--- src/rtl/alu_pkg.sv ---
// Shared definitions for the ALU issue slice: datapath widths, ALU control
// codes, alu_op request codes and the issue FSM state encoding.
package alu_pkg;

  localparam int XLEN  = 32;
  localparam int RD_W  = 5;
  localparam int CNT_W = 2;

  typedef enum logic [2:0] {
    CTRL_ADD  = 3'b000,
    CTRL_SUB  = 3'b001,
    CTRL_AND  = 3'b010,
    CTRL_OR   = 3'b011,
    CTRL_NAND = 3'b100,
    CTRL_XOR  = 3'b101,
    CTRL_NOR  = 3'b110,
    CTRL_MUL  = 3'b111
  } alu_ctrl_e;

  typedef enum logic [1:0] {
    ALUOP_ADD   = 2'b00,
    ALUOP_SUB   = 2'b01,
    ALUOP_FUNCT = 2'b10,
    ALUOP_ILL   = 2'b11
  } alu_op_e;

  typedef enum logic [1:0] {
    ST_IDLE     = 2'b00,
    ST_EXEC     = 2'b01,
    ST_MUL_WAIT = 2'b10,
    ST_DONE     = 2'b11
  } state_e;

endpackage

--- src/rtl/alu_decoder.sv ---
// Combinational ALU control decoder. Maps alu_op and the instruction funct
// fields to a 3-bit ALU control code plus an illegal flag. Illegal requests
// report the add code so a rejected request can never look like a multiply.
module alu_decoder
  import alu_pkg::*;
(
  input  logic [1:0] alu_op_i,
  input  logic [2:0] funct3_i,
  input  logic [6:0] funct7_i,
  input  logic       op5_i,
  output logic [2:0] code_o,
  output logic       illegal_o
);

  // Decode the request; nand/nor are never generated here.
  always_comb begin
    code_o    = CTRL_ADD;
    illegal_o = 1'b0;
    case (alu_op_i)
      ALUOP_ADD: code_o = CTRL_ADD;
      ALUOP_SUB: code_o = CTRL_SUB;
      ALUOP_FUNCT: begin
        case (funct3_i)
          3'b000: begin
            if (op5_i && (funct7_i == 7'b0000001)) begin
              code_o = CTRL_MUL;
            end else if (op5_i && funct7_i[5]) begin
              code_o = CTRL_SUB;
            end else begin
              code_o = CTRL_ADD;
            end
          end
          3'b111:  code_o = CTRL_AND;
          3'b110:  code_o = CTRL_OR;
          3'b100:  code_o = CTRL_XOR;
          default: illegal_o = 1'b1;
        endcase
      end
      default: illegal_o = 1'b1;
    endcase
  end

endmodule

--- src/rtl/alu_issue.sv ---
// ALU issue stage. Accepts one request at a time, drives the external
// combinational ALU for one EXEC cycle (plus MUL_LAT extra cycles for a
// multiply), captures the result and holds it in DONE until out_ready.
// DONE with out_ready can accept the next request directly into EXEC.
module alu_issue
  import alu_pkg::*;
#(
  parameter int MUL_LAT = 1
) (
  input  logic        clk,
  input  logic        rst,
  input  logic        in_valid,
  output logic        in_ready,
  input  logic [1:0]  alu_op,
  input  logic [2:0]  funct3,
  input  logic [6:0]  funct7,
  input  logic        op5,
  input  logic [31:0] src_a,
  input  logic [31:0] src_b,
  input  logic [4:0]  rd,
  output logic [31:0] alu_a,
  output logic [31:0] alu_b,
  output logic [2:0]  alu_ctrl,
  input  logic [31:0] alu_result,
  output logic        out_valid,
  input  logic        out_ready,
  output logic [31:0] out_result,
  output logic [4:0]  out_rd,
  output logic        out_illegal
);

  state_e            state_q, state_d;
  logic [XLEN-1:0]   a_q, a_d;
  logic [XLEN-1:0]   b_q, b_d;
  logic [RD_W-1:0]   rd_q, rd_d;
  logic [2:0]        ctrl_q, ctrl_d;
  logic              ill_q, ill_d;
  logic [CNT_W-1:0]  cnt_q, cnt_d;
  logic [XLEN-1:0]   res_q, res_d;
  logic [RD_W-1:0]   ord_q, ord_d;
  logic              oill_q, oill_d;

  logic [2:0]        dec_code;
  logic              dec_ill;
  logic              accept;
  logic              drive_alu;

  alu_decoder u_dec (
    .alu_op_i  (alu_op),
    .funct3_i  (funct3),
    .funct7_i  (funct7),
    .op5_i     (op5),
    .code_o    (dec_code),
    .illegal_o (dec_ill)
  );

  // Handshake and ALU drive; rst gates in_ready so nothing is offered in reset.
  always_comb begin
    in_ready  = rst && ((state_q == ST_IDLE) ||
                        ((state_q == ST_DONE) && out_ready));
    accept    = in_valid && in_ready;
    drive_alu = (state_q == ST_EXEC) || (state_q == ST_MUL_WAIT);
    alu_a     = drive_alu ? a_q    : '0;
    alu_b     = drive_alu ? b_q    : '0;
    alu_ctrl  = drive_alu ? ctrl_q : 3'b000;
    out_valid   = (state_q == ST_DONE);
    out_result  = res_q;
    out_rd      = ord_q;
    out_illegal = oill_q;
  end

  // Next-state logic: request capture, execute/wait sequencing, result capture.
  always_comb begin
    state_d = state_q;
    a_d     = a_q;
    b_d     = b_q;
    rd_d    = rd_q;
    ctrl_d  = ctrl_q;
    ill_d   = ill_q;
    cnt_d   = cnt_q;
    res_d   = res_q;
    ord_d   = ord_q;
    oill_d  = oill_q;

    if (accept) begin
      a_d    = src_a;
      b_d    = src_b;
      rd_d   = rd;
      ctrl_d = dec_code;
      ill_d  = dec_ill;
    end

    case (state_q)
      ST_IDLE: begin
        if (accept) state_d = ST_EXEC;
      end
      ST_EXEC: begin
        if (ill_q) begin
          res_d   = '0;
          oill_d  = 1'b1;
          ord_d   = rd_q;
          state_d = ST_DONE;
        end else if ((ctrl_q == CTRL_MUL) && (MUL_LAT != 0)) begin
          cnt_d   = CNT_W'(MUL_LAT);
          state_d = ST_MUL_WAIT;
        end else begin
          res_d   = alu_result;
          oill_d  = 1'b0;
          ord_d   = rd_q;
          state_d = ST_DONE;
        end
      end
      ST_MUL_WAIT: begin
        cnt_d = cnt_q - 1'b1;
        if (cnt_q == 2'd1) begin
          res_d   = alu_result;
          oill_d  = 1'b0;
          ord_d   = rd_q;
          state_d = ST_DONE;
        end
      end
      ST_DONE: begin
        if (out_ready) state_d = accept ? ST_EXEC : ST_IDLE;
      end
      default: state_d = ST_IDLE;
    endcase
  end

  // State and datapath registers; reset discards any in-flight request.
  always_ff @(posedge clk or negedge rst) begin
    if (!rst) begin
      state_q <= ST_IDLE;
      a_q     <= '0;
      b_q     <= '0;
      rd_q    <= '0;
      ctrl_q  <= 3'b000;
      ill_q   <= 1'b0;
      cnt_q   <= '0;
      res_q   <= '0;
      ord_q   <= '0;
      oill_q  <= 1'b0;
    end else begin
      state_q <= state_d;
      a_q     <= a_d;
      b_q     <= b_d;
      rd_q    <= rd_d;
      ctrl_q  <= ctrl_d;
      ill_q   <= ill_d;
      cnt_q   <= cnt_d;
      res_q   <= res_d;
      ord_q   <= ord_d;
      oill_q  <= oill_d;
    end
  end

endmodule

--- config.mk ---
export PLATFORM = sky130hd
export DESIGN_NAME = alu_issue
export DESIGN_NICKNAME = d
export VERILOG_FILES = /design/src/rtl/alu_pkg.sv /design/src/rtl/alu_decoder.sv /design/src/rtl/alu_issue.sv
export SDC_FILE = /design/constraint.sdc
export NUM_CORES = 1
export LEC_CHECK = 0
export ABC_AREA = 1
export BUFFER_PORTS_ARGS = -buffer_cell sky130_fd_sc_hd__buf_4
export CORE_MARGIN = 5
export CORE_UTILIZATION = 30
export CTS_CLUSTER_DIAMETER = 50
export DETAILED_ROUTE_END_ITERATION = 10
export PLACE_DENSITY_LB_ADDON = 0.2
export REMOVE_ABC_BUFFERS = 1
export SLEW_MARGIN = 20
export SYNTH_ARGS = -nofsm -noshare
export SYNTH_HDL_FRONTEND = slang
export SYNTH_SLANG_ARGS = --single-unit
--- constraint.sdc ---
create_clock -name clk -period 4.5 [get_ports clk]
set_input_delay 0.9 -clock clk [delete_from_list [all_inputs] [get_ports clk]]
set_output_delay 0.9 -clock clk [all_outputs]
set_load 0.005 [all_outputs]
==> metrics <==
status finished, final reports clean; Antenna diodes 0; DP HPWL between 10 and 15 mm; Die Y 145 um; core area approximately 18000 um2; P per Cell Area 758 nW/um2; crit path kind reg -> out; r2r startpoint state_q[1]$_DFFE_PN0P_; EDFF count, synth 0; Clock Sinks 115; Starting Density 30.4%; fmax 300 MHz; Psw 2.20 mW; H-tree depth 4; RSZ-0062 raised after global routing no; initial antenna violation count 0; FP Rows between 40 and 50; worst skew pair latency around 0.40 ns; Setup Buffers After CTS 0; initial DRC count 195; post-route setup TNS 0 ns; GRT overflow 0; chip width 145 um; Final min period 3.34 ns; slew margin rel. 33.9%; clock root buffer clkbuf_16; fraction of layout cells with a size suffix above 1 33.8%; Seq pwr share 29.3%; CTS resizes 0; Int Power 3.85 mW; syn_area_per_cell 7.89 um2; die area 20900 um2; Final nets just over 1000; Worst-path clk slew 0.05 ns; Synth Cell Area 5440 um2; R2R depth 7; R2R Setup Slk 1.77 ns; vias in the first global route approximately 4700; I/O pins 225; cell leakage power 4.77 nW; Tot GR Track Use 14.3%; Port Buffers 224; Residual DRC 0; Via density 4.15; CTS max path bufs 2; Routability Congestion ~0.72; vias 4756; Fin. Hold Viols 0; Synth Register Bits approximately 120; total CTS buffers 17; Post-DRT Antenna Nets 0; Worst Path Required ~3.6 ns; largest net degree at the start of global routing 77; final cycle utilization of the critical path 74.2%; drt wl/cell between 10 and 15 um; final setup vio count 0; top_reg_cell synth dfrtp_1; setup ws final between 1 and 1.5 ns; First-pass DRT Iterations 4; Slew @ Worst Pin 0.990 ns; final wirelength 14.8 mm; first-pass GRT wire length between 20 and 25 mm; Setup Skew 0.00726 ns; Switching Fraction between 30% and 40%; final slew viol count 0; Area Growth Syn to Fin 46.6%; post-place setup slack around 1.6 ns; Logic pwr share approximately 44%; VDD IR-drop max 0.485 mV; CTS tree yes; Synth async-reset ratio 100%; CP arrival 2.44 ns; CP Launch Type flop; Worst Setup End Kind primary output; FF-to-FF End out_result[7]$_DFFE_PN0P_; maxcap violations 0; sequential-to-total area share from yosys stat between 50% and 60%; clock power share 26.3%; YS warnings 0; Mapped Cells 689; Fillers 1771; CTS Hold Buffers Added 0; Hold WC Path Type in -> async; largest fanout on the critical path 36; Netlist cell types 25
## how the worst max path moves through the flow
stage | startpoint | end | slack, ns | depth (start not counted)
2_1_floorplan | state_q[0]$_DFFE_PN0P_ | out_rd[3]$_DFFE_PN0P_ | 0.60 | 5
3_3_place_gp | state_q[0]$_DFFE_PN0P_ | alu_b[9] | 1.59 | 6
3_5_place_dp | state_q[0]$_DFFE_PN0P_ | alu_ctrl[1] | 1.56 | 6
4_1_cts | state_q[1]$_DFFE_PN0P_ | alu_ctrl[1] | 1.11 | 6
5_1_grt | state_q[1]$_DFFE_PN0P_ | alu_a[13] | 0.91 | 6
6_report | state_q[1]$_DFFE_PN0P_ | alu_ctrl[1] | 1.16 | 6
## cells in the final DEF (no fill, tap or decap), types with 2 or more instances in the layout
master | netlist | layout
bufinv_16 | 0 | 7
nand2_2 | 11 | 11
dfrtp_1 | 115 | 115
o21ai_2 | 30 | 30
buf_4 | 3 | 232
clkbuf_16 | 0 | 17
clkbuf_1 | 10 | 2
nor2_1 | 8 | 8
inv_1 | 88 | 88
o21ai_0 | 18 | 18
clkbuf_8 | 0 | 3
nand3_1 | 2 | 2
o21ai_1 | 5 | 5
ha_1 | 9 | 8
nand2_1 | 356 | 356
inv_2 | 3 | 3
## power groups by stage
| stage | Clock (mW) | Combinational [mW] | Sequential (mW) |
|---|---|---|---|
| final | 1.59 | 2.69 | 1.77 |
| after global routing | 1.68 | 3.07 | 1.83 |
| after CTS | 1.63 | 2.75 | 1.78 |
| after detailed placement | 0 | 2.75 | 1.78 |
| after global placement | 0 | 2.73 | 1.78 |
| after floorplan | 0 | 1.51 | 1.74 |
## routing by layer
layer  vias up  share of wire, %  track usage (%)  routed length (um)
met5         -                 0                0                   0
met1      2098                45             19.1                6690
met4         0               1.0             4.57                 148
li1       2464                 -                -                   -
met3        11                12             6.18                1740
met2       183                42             20.9                6170
## cell families after synthesis
kind of cell	count (synthesis)	synth area share, %
and+or+nand+nor	383	27.6
buffers and inverters	126	10.1
DFF	115	52.9
AOI/OAI and AO/OA	56	7.41
adders and majority gates	9	2.07
## layout make-up
| cell class | count | area [um2] | share of cell area (%) |
|---|---|---|---|
| Multi-Input combinational cell | 448 | 2030 | 25.4 |
| Inverter | 91 | 342 | 4.29 |
| Clock inverter | 9 | 224 | 2.81 |
| Tap cell | 229 | 287 | 3.59 |
| Timing Repair Buffer | 232 | 1740 | 21.8 |
| Clock buffer | 22 | 474 | 5.95 |
| Sequential cell | 115 | 2880 | 36.1 |
## sequential cells by signal, indices dropped and copies added (netlist names)
| register | flops |
|---|---|
| out_result | 32 |
| rd_q | 5 |
| state_q | 2 |
| a_q | 32 |
| b_q | 32 |
| out_rd | 5 |
| cnt_q | 2 |
| out_illegal | 1 |
| ctrl_q | 3 |
| ill_q | 1 |
## through the flow
stage / area (um2) / utilization (%) / power, mW / cells / hold slack, ns
after floorplan: 5230 / - / 3.25 / 654 / 0.442
after global placement: 7270 / 40.6 / 4.51 / 1115 / 0.461
after detailed placement: 7270 / 40.6 / 4.53 / 1115 / 0.461
after CTS: 7970 / 44.5 / 6.16 / 1146 / 0.355
after global routing: 7970 / 44.5 / 6.58 / 1146 / 0.370
final: 7970 / 44.5 / 6.05 / 1146 / 0.370
## cell usage after synthesis, drive strengths merged (2+ instances only)
library cell,number,share of area [%]
nand3,3,0.51
clkbuf,10,0.69
inv,91,6.3
nor2,8,0.55
or2,2,0.23
dfrtp,115,53
ha,9,2.1
nand2,367,26
buf,25,3.1
o21ai,53,6.9
## worst max-delay path: stages, from the launching register on
cell and delay [ns]:
dfrtp_1 0.38, inv_1 0.10, ha_2 0.77, buf_4 0.49, nand2_1 0.11, inv_1 0.07, buf_4 0.10
No activity file was read; power rests on OpenSTA's default activity.
